**src/rtl/modulo_ctrl_decodi.sv**
```systemverilog
// Hamming(8,4) SECDED decode sequencer: IDLE -> CALC -> CORR -> ENTREGA.
// Define DECODI_STATS_EN to build the saturating error counters.
module modulo_ctrl_decodi #(
   parameter int CNT_W = 8
) (
   input  logic             clk,
   input  logic             rst_n,
   input  logic             in_valid,
   output logic             in_ready,
   input  logic [7:0]       datos_cod,
   output logic             out_valid,
   input  logic             out_ready,
   output logic [3:0]       datos_out,
   output logic             err_simple,
   output logic             err_doble,
   input  logic             clr_cnt,
   output logic [CNT_W-1:0] cnt_corr,
   output logic [CNT_W-1:0] cnt_doble
);

   typedef enum logic [1:0] {IDLE, CALC, CORR, ENTREGA} state_t;

   state_t     r_state;
   logic [7:0] r_cod;
   logic [2:0] r_s;
   logic       r_p;
   logic [3:0] r_dat;
   logic       r_fs;
   logic       r_fd;
   logic       r_in_ready;
   logic       r_out_valid;
   logic [3:0] r_datos_out;
   logic       r_err_simple;
   logic       r_err_doble;

   logic [2:0] w_idx;
   logic [7:0] w_fix;
   logic       w_hs;

   always_comb begin
      w_idx = r_s - 3'd1;
      w_fix = r_cod ^ (8'd1 << w_idx);
      w_hs  = (r_state == ENTREGA) & r_out_valid & out_ready;
   end

   always_ff @(posedge clk or negedge rst_n) begin
      if (!rst_n) begin
         r_state      <= IDLE;
         r_cod        <= '0;
         r_s          <= '0;
         r_p          <= 1'b0;
         r_dat        <= '0;
         r_fs         <= 1'b0;
         r_fd         <= 1'b0;
         r_in_ready   <= 1'b1;
         r_out_valid  <= 1'b0;
         r_datos_out  <= '0;
         r_err_simple <= 1'b0;
         r_err_doble  <= 1'b0;
      end else begin
         unique case (r_state)
            IDLE: begin
               if (in_valid && r_in_ready) begin
                  r_cod      <= datos_cod;
                  r_in_ready <= 1'b0;
                  r_state    <= CALC;
               end
            end
            CALC: begin
               r_s[0]  <= r_cod[0] ^ r_cod[2] ^ r_cod[4] ^ r_cod[6];
               r_s[1]  <= r_cod[1] ^ r_cod[2] ^ r_cod[5] ^ r_cod[6];
               r_s[2]  <= r_cod[3] ^ r_cod[4] ^ r_cod[5] ^ r_cod[6];
               r_p     <= ^r_cod;
               r_state <= CORR;
            end
            CORR: begin
               // s=0 with p=1 means the error hit p0 itself
               unique case (1'b1)
                  (r_s == 3'd0): begin
                     r_dat <= {r_cod[6], r_cod[5], r_cod[4], r_cod[2]};
                     r_fs  <= r_p;
                     r_fd  <= 1'b0;
                  end
                  (r_s != 3'd0) && r_p: begin
                     r_dat <= {w_fix[6], w_fix[5], w_fix[4], w_fix[2]};
                     r_fs  <= 1'b1;
                     r_fd  <= 1'b0;
                  end
                  (r_s != 3'd0) && !r_p: begin
                     r_dat <= {r_cod[6], r_cod[5], r_cod[4], r_cod[2]};
                     r_fs  <= 1'b0;
                     r_fd  <= 1'b1;
                  end
               endcase
               r_state <= ENTREGA;
            end
            ENTREGA: begin
               if (!r_out_valid) begin
                  r_out_valid  <= 1'b1;
                  r_datos_out  <= r_dat;
                  r_err_simple <= r_fs;
                  r_err_doble  <= r_fd;
               end else if (out_ready) begin
                  r_out_valid  <= 1'b0;
                  r_err_simple <= 1'b0;
                  r_err_doble  <= 1'b0;
                  r_in_ready   <= 1'b1;
                  r_state      <= IDLE;
               end
            end
            default: r_state <= IDLE;
         endcase
      end
   end

   assign in_ready   = r_in_ready;
   assign out_valid  = r_out_valid;
   assign datos_out  = r_datos_out;
   assign err_simple = r_err_simple;
   assign err_doble  = r_err_doble;

`ifdef DECODI_STATS_EN
   logic [CNT_W-1:0] r_cnt_corr;
   logic [CNT_W-1:0] r_cnt_doble;

   // clear wins over a same-cycle increment
   always_ff @(posedge clk or negedge rst_n) begin
      if (!rst_n) begin
         r_cnt_corr  <= '0;
         r_cnt_doble <= '0;
      end else if (clr_cnt) begin
         r_cnt_corr  <= '0;
         r_cnt_doble <= '0;
      end else if (w_hs) begin
         if (r_err_simple && (r_cnt_corr != '1))
            r_cnt_corr <= r_cnt_corr + CNT_W'(1);
         if (r_err_doble && (r_cnt_doble != '1))
            r_cnt_doble <= r_cnt_doble + CNT_W'(1);
      end
   end

   assign cnt_corr  = r_cnt_corr;
   assign cnt_doble = r_cnt_doble;
`else
   logic w_unused;
   assign w_unused  = clr_cnt | w_hs;
   assign cnt_corr  = '0;
   assign cnt_doble = '0;
`endif

endmodule

```
**config.mk**
```make
export PLATFORM = sky130hd
export DESIGN_NAME = modulo_ctrl_decodi
export DESIGN_NICKNAME = d
export VERILOG_FILES = /design/src/rtl/modulo_ctrl_decodi.sv
export SDC_FILE = /design/constraint.sdc
export NUM_CORES = 1
export LEC_CHECK = 0
export ABC_AREA = 1
export BUFFER_PORTS_ARGS = -buffer_cell sky130_fd_sc_hd__buf_4
export CAP_MARGIN = 30
export CORE_ASPECT_RATIO = 1.25
export CORE_MARGIN = 5
export CORE_UTILIZATION = 50
export DETAILED_ROUTE_END_ITERATION = 12
export PLACE_DENSITY = 0.75
export SLEW_MARGIN = 20
export SYNTH_ARGS = -nofsm -noshare
export SYNTH_HDL_FRONTEND = slang
export SYNTH_SLANG_ARGS = --single-unit
```
**constraint.sdc**
```tcl
create_clock -name clk -period 4.1 [get_ports clk]
set_clock_uncertainty 0.1 [all_clocks]
set_input_delay 0.615 -clock clk [delete_from_list [all_inputs] [get_ports clk]]
set_output_delay 0.615 -clock clk [all_outputs]
set_load 0.01 [all_outputs]
```
==> Word level (Yosys, flattened, before mapping) <==
Index checks and enable logic that the tools add are counted.
{ "word_totals": {"register_bits": 28, "word_cells": 64} }
{ "op_classes": {"n_addsub": 1, "n_eq_ne": 7, "shift": 1, "muxes": 16, "bitwise_logic": 11, "reduce_logical": 16} }
{ "op_table": {"columns": ["cell", "n"], "rows": [
  ["$xor 1x1->1", 9],
  ["$mux 1", 8],
  ["$ne 2x2->1 const B", 4],
  ["$pmux 2 s4", 1],
  ["$pmux 4 s2", 1],
  ["$reduce_xor 8->1", 1],
  ["$shl 1x3->7 const A", 1],
  ["$xor 7x7->7", 1],
  ["$mux 2", 3],
  ["$reduce_and 2->1", 3],
  ["$eq 2x2->1 const B", 2],
  ["$pmux 1 s2", 2],
  ["$reduce_and 4->1", 1],
  ["$reduce_or 2->1", 2],
  ["$logic_and 1x1->1", 3],
  ["$logic_not 3->1", 1],
  ["$pmux 1 s3", 1],
  ["$reduce_and 3->1", 1],
  ["$reduce_bool 3->1", 1],
  ["$sub 3x1->3 const B", 1],
  ["$eq 2x1->1 const B", 1],
  ["$logic_not 2->1", 1],
  ["$reduce_bool 2->1", 1],
  ["$logic_not 1->1", 1],
  ["$not 1->1", 1]
]} }

==> Logic depth before layout (Yosys ltp) <==
Gate-level depths: netlist of run 1.
{ "logic_depth": {"depth_word": 4, "mapped_depth": 9} }

==> Worst setup path before layout of run 1 <==
Ideal clock, no wire load.
{ "synth_timing": {"kind": "register -> register", "start": "reg r_state[0]", "end": "reg r_datos_out[1], in the netlist datos_out[1]", "setup_ns": 0.125, "t_arrival_ns": 1.120, "required_ns": 3.875, "slack_ns": 2.755, "path_stages_with_launch": 4, "n_path_buf": 0, "synth_period_minus_slack_ns": 1.345, "cell_sequence": "dfrtp_1 ha_1 nand2_1 mux2_2"} }
{ "synth_via": {"elab_chain_cells": 2} }
{ "synth_rtl": {"columns": ["item", "line", "rtl"], "rows": [
  ["start, declared", "23", "state_t r_state;"],
  ["start signal, assigned", "48", "r_state <= IDLE;"],
  ["start signal, assigned", "66", "r_state <= CALC;"],
  ["start signal, assigned", "74", "r_state <= CORR;"],
  ["$eq 2x2->1", "61", "unique case (r_state)"],
  ["$reduce_and 2->1 (no line)", null, null],
  ["end signal, assigned", "100", "r_datos_out <= r_dat;"],
  ["end, declared", "32", "logic [3:0] r_datos_out;"]
]} }
Every way passes these cells.
A chain may end at the register's enable or synchronous reset.

==> Final worst setup path of run 1 <==
{ "layout_timing": {"start": "reg r_in_ready, in the netlist in_ready", "end": "out in_ready"} }
{ "layout_rtl": {"columns": ["item", "line", "rtl"], "rows": [
  ["start, declared", "30", "logic r_in_ready;"],
  ["start signal, assigned", "55", "r_in_ready <= 1'b1;"],
  ["start signal, assigned", "65", "r_in_ready <= 1'b0;"],
  ["start signal, assigned", "107", "r_in_ready <= 1'b1;"],
  ["end, declared", "9", "output logic in_ready,"]
]} }
No word-level cell between the ends.

==> results of run 1 <==
[synthesized netlist by cell type (all sizes together), types with 2 or more instances]
| cell type | instances | area, sq um |
|---|---|---|
| xor2 | 5 | 43.8 |
| buf | 19 | 148 |
| o21ai | 16 | 87.6 |
| nand2 | 40 | 153 |
| inv | 28 | 105 |
| xnor2 | 3 | 26.3 |
| nor2 | 16 | 60.1 |
| mux2 | 2 | 22.5 |
| nand3 | 10 | 55.1 |
| nand4 | 2 | 12.5 |
| dfrtp | 27 | 676 |
| nand2b | 4 | 25.0 |
| a21oi | 13 | 65.1 |
| ha | 4 | 50.1 |
| o22ai | 2 | 12.5 |
[logic make-up (layout without fill, tap and decap cells)]
kind of cell	after synthesis	after routing	synth area share
AND/OR/NAND/NOR	73	73	0.197
buffers and inverters	47	51	0.160
AO/OA/AOI/OAI	31	31	0.105
flip-flops	28	28	0.445
XOR/XNOR	8	8	0.0444
adder cells (fa/ha/maj)	4	4	0.0317
multiplexers	2	2	0.0143
other	1	16	0.00238
[registers in the layout, indices dropped and copies added (netlist names), 2 cells and up]
| signal | cells |
|---|---|
| r_state | 2 |
| r_dat | 4 |
| r_s | 3 |
| r_cod | 8 |
| datos_out | 4 |
[per-layer routing]
| layer | track usage | up-vias |
|---|---|---|
| met1 | 0.174 | 521 |
| met4 | 0.0369 | 0 |
| met2 | 0.222 | 27 |
| met3 | 0.0106 | 2 |
| li1 | - | 614 |
| met5 | 0 | - |
[report_power, final]
group | internal (mW) | switching, mW
Sequential | 0.413 | 0.116
Clock | 0.0988 | 0.0808
Combinational | 0.274 | 0.363
[final timing paths]
| kind | slack [ns] | cells after the start | from | to |
|---|---|---|---|---|
| worst min-delay path | 0.07 | 1 | rst_n | r_state[1] |
| worst min register to register | 0.41 | 2 | r_dat[2] | r_dat[2] |
| max in group asynchronous | 3.54 | 1 | rst_n | in_ready |
| worst max-delay path | 2.35 | 1 | in_ready | in_ready |
| worst max register to register | 2.60 | 5 | r_state[0] | in_ready |
| min in group clk | 0.41 | 2 | r_dat[2] | r_dat[2] |
[cell type report]
| class | instances | area [sq um] | share of cell area |
|---|---|---|---|
| inverters | 28 | 105 | 0.0609 |
| flip-flops and latches | 28 | 702 | 0.407 |
| well taps | 36 | 45.0 | 0.0261 |
| multi-input cells | 134 | 678 | 0.393 |
| clock inverters | 1 | 30.0 | 0.0174 |
| clock buffers | 3 | 22.5 | 0.0131 |
| repair buffers | 19 | 143 | 0.0827 |
[worst reg2reg max path, delay by kind of cell (launching register included)]
family / cells / cell delay (ns)
adders and majority gates: 1 / 0.21
AOI/OAI and AO/OA: 2 / 0.33
DFF: 1 / 0.43
and+or+nand+nor: 1 / 0.26
buffers and inverters: 1 / 0.11
==> results, run 1 <==
- The flow ran to the end, and the final reports show no timing, DRC or antenna violations.
- The completed layout was analyzed and its total power is approximately 1.3 mW.
- The later pin in the worst-skew pair is clocked with a latency of around 0.32 ns.
- The first global-routing pass estimated roughly 4600 microns of wire.
- The count of yosys warnings during synthesis is 0.
- The count of final setup violators is 0.
- The floorplan die area is 4380 sq um.
- The floorplan die height is just over 70 microns.
- The mapped netlist covers approximately 1600 sq um.
- The cell family contributing the most delay on the critical path is flip-flops.
- The number of placed instances, taps included is 245.
- The final hold violation count came to 0.
- The number of antenna violations at the first check in global routing is 0.
- Synthesis inferred 28 register bits.
- The total of hold buffers inserted after clock tree synthesis is 0.
- The number of port buffers is 19.
- The core footprint is 3000 sq um.
- Adding up every negative setup slack in the final design gives 0 ns.
- After detailed routing, the number of remaining DRC violations is 0.
- The largest fanout on the critical path is 4.
- In the layout the commonest cells are nand2_1 (39), dfrtp_1 (27), inv_1 (26).
- The largest net degree at the start of global routing is 29.
- In the detailed route, the total length drawn on met3 is between 100 and 150 microns.
- Derived from the worst setup path, the maximum achievable clock frequency is roughly 0.57 GHz.
- The residual antenna-violating net count after detailed routing is 0.
- The number of clock buffers added by TritonCTS is 3.
- The count of inserted antenna diode cells is 0.
- The total cell area at the placement stage is 1670 sq um.
- The share of the cycle needed by the critical path after routing is 0.426.
- The die outline width is approximately 60 microns.
- The highest metal layer carrying signal wires in the routed design is met4.
- In the final routed layout, each cell accounts on average for 10.2 microns.
- The pre-antenna-repair detailed-routing pass consisted of 4 iterations.
- The signed area change from the synthesized netlist to the final layout is 9.44%.
- Data on the critical path arrives at its endpoint at a little over 1 ns.
- The remaining global-route overflow is 0.
- After synthesis, the mean cell area works out to a little over 8 sq um.
- The final wirelength is around 2500 microns.
- For this run, the slowest stage of the critical path takes 0.59 ns.
- Setup repair after global routing left no endpoint under its margin.
- The number of max-slew violations in the final report is 0.
- At the end of the flow, the number of nets in the layout was between 200 and 250.
- The total of cells resized after clock tree synthesis is 0.
- The CTS tree is yes.
- After floorplanning, the core was divided into 22 placement rows.
- The cell count after synthesis is ~190.
- The buffer count from post-CTS setup fixing is 0.
- Routability-driven placement finished with a final weighted congestion of a little under 0.8.
- The critical setup path kind is reg -> out.
- The number of buffers and inverters on the critical path is 1.
- Dividing total power by cell area gives a power density of 780 nW/um^2.
- For this run, the register share of the synthesized area comes to 0.445.
- The most used flip-flop cell after synthesis is dfrtp_1.
- The post-route worst setup slack is 2.35 ns.
- Among all stages on the critical path, the largest delay is contributed by dfstp_2.
- In this run the static leakage power is between 0.9 and 1 nW.
- The wire-length estimate of the detail-placed layout is between 1500 and 2000 microns.
- For this block, the initial DRC count from the detailed router was 32.
- The post-placement worst setup slack is ~2.5 ns.
- The finished layout cell area is around 1700 sq um.
- The path category of the worst min-delay check is in -> async.
- The signal on the critical path passes through buf_4.
- In this run the clock root is driven by a clkbuf_4.
- The most common cell after layout, fill and taps aside is nand2_1.
- The clock passes through at most 2 buffers.
- The number of vias in the routed layout is between 1000 and 1500.
- Yosys mapped a number of flops with a built-in enable equal to 0.
- 37 I/O pins were placed.
- After detailed routing, the wire length on met1 is between 1000 and 1500 microns.
- The netlist uses 25 different library cells.
- In this run the number of H-tree levels came out at 1.
- The fraction of layout instances using a drive strength above 1 is 0.150.
- The final non-filler cell total is 249.
- The tightest hold path in the finished design has a slack of around 0.068 ns.
- Dividing the detail-routed via count by the number of cells gives roughly 4.7.
- The clock-pin slew reported for the worst setup and hold paths after clock tree synthesis is around 0.16 ns.
- The worst path in the final design needs a cycle of 1.75 ns, including I/O delays and setup.
- Across the run, the number of max-cap violations was 0.
- For this run, the share of the core covered by cells in the final layout is 0.575.
- The startpoint kind of the worst setup timing path is a flop.
- The clock sink count is 28.
- After synthesis, the share of flip-flops with an asynchronous set or reset is 1.00.
- Data on the critical path is required at its endpoint by 3.38 ns.
- The maximum resistive drop on vdd is between 400 and 500 uV.
- The endpoint type of the worst setup path is an output port.
- The number of global-route vias before repair is 1099.
- The effective utilization at floorplan is 0.525.
- The overall global routing resource usage is 0.130.
- The met2 routed wirelength is roughly 1200 microns.
- The number of filler instances in the final layout is just under 300.
Power figures use the tool's default switching activity.
==> inputs of run 2 (changes only) <==
--- a/config.mk
+++ b/config.mk
@@ -10,7 +10,7 @@
 export CAP_MARGIN = 30
 export CORE_ASPECT_RATIO = 1.25
 export CORE_MARGIN = 5
-export CORE_UTILIZATION = 50
+export CORE_UTILIZATION = 48
 export DETAILED_ROUTE_END_ITERATION = 12
 export PLACE_DENSITY = 0.75
 export SLEW_MARGIN = 20
==> constraint.sdc (replaced) <==
create_clock -name clk -period 1.4 [get_ports clk]
set_clock_uncertainty 0.1 [all_clocks]
set_input_delay 0.21 -clock clk [delete_from_list [all_inputs] [get_ports clk]]
set_output_delay 0.21 -clock clk [all_outputs]
set_load 0.01 [all_outputs]
==> run 2 against run 1 <==
- die area grew 3.5%
- via count grew 1.7%
- cell area grew 5.3%
- count of clock-buffer cells in the layout grew 1
- critical path depth grew 2
==> results, run 2 (synthesized netlist as in run 1, its figures left out) <==
- The effective utilization at floorplan was 0.494 (was 0.525).
- The remaining global-route overflow is 0 (unchanged).
- The path category of the worst min-delay check is in -> reg (was in -> async).
- The number of global-route vias before repair is 1099 (unchanged).
- The maximum buffer depth of the clock tree is 2 (unchanged).
- The number of nets in the finished design came to 236 (was 231).
- The global-route wire length before repair was 4590 microns (was 4570 microns).
- The post-placement worst setup slack was 0.0178 ns (was 2.52 ns).
- The largest fanout on the critical path is 4 (unchanged).
- The CTS buffer count is 3 (unchanged).
- The count of inserted antenna diode cells is 0 (unchanged).
- The floorplan die area is 4540 sq um (was 4380 sq um).
- The most common cell after layout, fill and taps aside is nand2_1 (unchanged).
- The buffer cell driving the clock tree root was clkbuf_8 (was clkbuf_4).
- The critical setup path kind is reg -> reg (was reg -> out).
- The core footprint was 3190 sq um (was 3000 sq um).
- The number of detailed-route iterations in the first pass is 4 (unchanged).
- The register-to-register setup slack is 0.08 ns (was 2.60 ns).
- The insertion delay of the later-clocked pin in the worst-skew pair is 0.28 ns (was 0.32 ns).
- The final hold violation count came to 0 (unchanged).
- The row count was 23 (was 22).
- The data arrival at the endpoint of the critical path is 1.39 ns (was 1.03 ns).
- The wire length per cell was 11.1 microns (was 10.2 microns).
- The number of DRC violations after detailed routing is 0 (unchanged).
- The CTS tree is yes (unchanged).
- The worst hold slack is 0.0664 ns (was 0.0678 ns).
- The number of flip-flops under the largest register name came to 8 (unchanged).
- The overall global routing resource usage is 0.137 (was 0.130).
- The number of max-slew violations in the final report was 0 (unchanged).
- The number of port buffers is 19 (unchanged).
- The floorplan die height was 74.1 microns (was 72.8 microns).
- The maximum resistive drop on vdd came to 1160 uV (was 476 uV).
- The achievable frequency is between 0.7 and 0.8 GHz.
- The post-DP HPWL is 2170 microns (was 2000 microns).
- Counting I/O delays and the setup requirement, the final critical path takes 1.32 ns.
- The die outline width is 61.3 microns (was 60.2 microns).
- The share of the cycle needed by the critical path after routing is 0.942.
- The finished layout cell area is 1820 sq um (was 1730 sq um).
- The startpoint kind of the worst setup timing path is a flop (unchanged).
- The I/O pin count came to 37 (unchanged).
- Status: complete, no violations (unchanged).
- The post-route worst setup slack was 0.0815 ns (was 2.35 ns).
- The endpoint type of the worst setup path is a flop (was output port).
- The fraction of layout instances using a drive strength above 1 is 0.202 (was 0.150).
- The largest net degree at the start of global routing is 29 (unchanged).
- Commonest non-fill, non-tap cells in the layout: nand2_1 (37), dfrtp_1 (26), inv_1 (24) (was nand2_1 (39), dfrtp_1 (27), inv_1 (26)).
- The number of antenna violations at the first check in global routing is 0 (unchanged).
- The reported leakage power is 0.954 nW (was 0.925 nW).
- The residual antenna-violating net count after detailed routing came to 0 (unchanged).
- The average vias per placed instance is 4.64 (was 4.67).
- The number of vias in the routed layout is 1184 (was 1164).
- The final wirelength is 2840 microns (was 2530 microns).
- The number of filler instances in the final layout is 313 (was 289).
- The number of levels the H-tree was split into is 1 (unchanged).
- The register bank with the most flops is r_cod (unchanged).
- The number of violations of the max-capacitance limit is 0 (unchanged).
- The total cell area at the placement stage is 1730 sq um (was 1670 sq um).
- The areal power density over the cells is 2290 nW/um^2 (was 780 nW/um^2).
- The clock sink count is 28 (unchanged).
- The number of DRC markers after the initial detailed-route iteration is 34 (was 32).
- The final weighted congestion in routability-driven placement is 0.838 (was 0.779).
- The clock-pin slew reported for the worst setup and hold paths after clock tree synthesis is 0.09 ns (was 0.16 ns).
- The required time at the worst-slack endpoint is 1.47 ns (was 3.38 ns).
- The count of final setup violators was 0 (unchanged).
- The signed area change from the synthesized netlist to the final layout is 15.2% (was 9.44%).
## run 2: final timing paths
| check | start | end | cells after the start |
|---|---|---|---|
| setup reg to reg | r_state[0] | datos_out[1] | 3 |
| hold / removal | datos_cod[2] | r_cod[2] | 3 |
| min in group asynchronous | rst_n | r_state[1] | 2 |
| max in group asynchronous | rst_n | in_ready | 2 |
| setup / recovery | r_state[0] | datos_out[1] | 3 |
| hold reg to reg | r_dat[1] | r_dat[1] | 2 |
## run 2: repair_timing
| action | in CTS | in global routing |
|---|---|---|
| gates resized for setup | 0 | 9 |
| hold buffers | 1 | 0 |
| setup buffers | 0 | 0 |
| hold endpoints to repair | 27 | 0 |
| endpoints found under the setup margin | 0 | 15 |
## run 2: power by group
group	switching [mW]	internal, mW	leakage [nW]
logic	1.14	0.936	0.602
clock network	0.252	0.252	0.0288
registers	0.363	1.21	0.323
total	1.75	2.40	0.954
## run 2: cell type report
type	instances	area [sq um]	area share
inverter	28	105	0.0579
timing repair buffer	24	208	0.114
tap	37	46.3	0.0255
multi-input combinational	134	699	0.385
sequential	28	703	0.387
clock buffer	4	55.1	0.0303
## run 2: layer usage
layer / routed length, microns / track usage / share of wire / up-vias
met3: 135 / 0.0174 / 0.048 / 9
li1: - / - / - / 621
met1: 1200 / 0.154 / 0.42 / 524
met5: 0 / 0 / 0 / -
met2: 1380 / 0.229 / 0.49 / 30
met4: 121 / 0.104 / 0.043 / 0
## run 2: worst max-delay path, stage by stage (launching register included)
cell	delay, ns
dfrtp_1	0.43
ha_2	0.23
nand2_2	0.11
mux2_2	0.34
## run 2: through the flow
step	std cells	total power, mW	utilization	TNS, ns
after detailed placement	250	3.60	0.541	0
final	255	4.15	0.569	0
after CTS	255	4.14	0.562	0
after global placement	250	3.51	0.541	0
after global routing	255	4.54	0.569	-0.00462
after floorplan	209	3.03	-	0
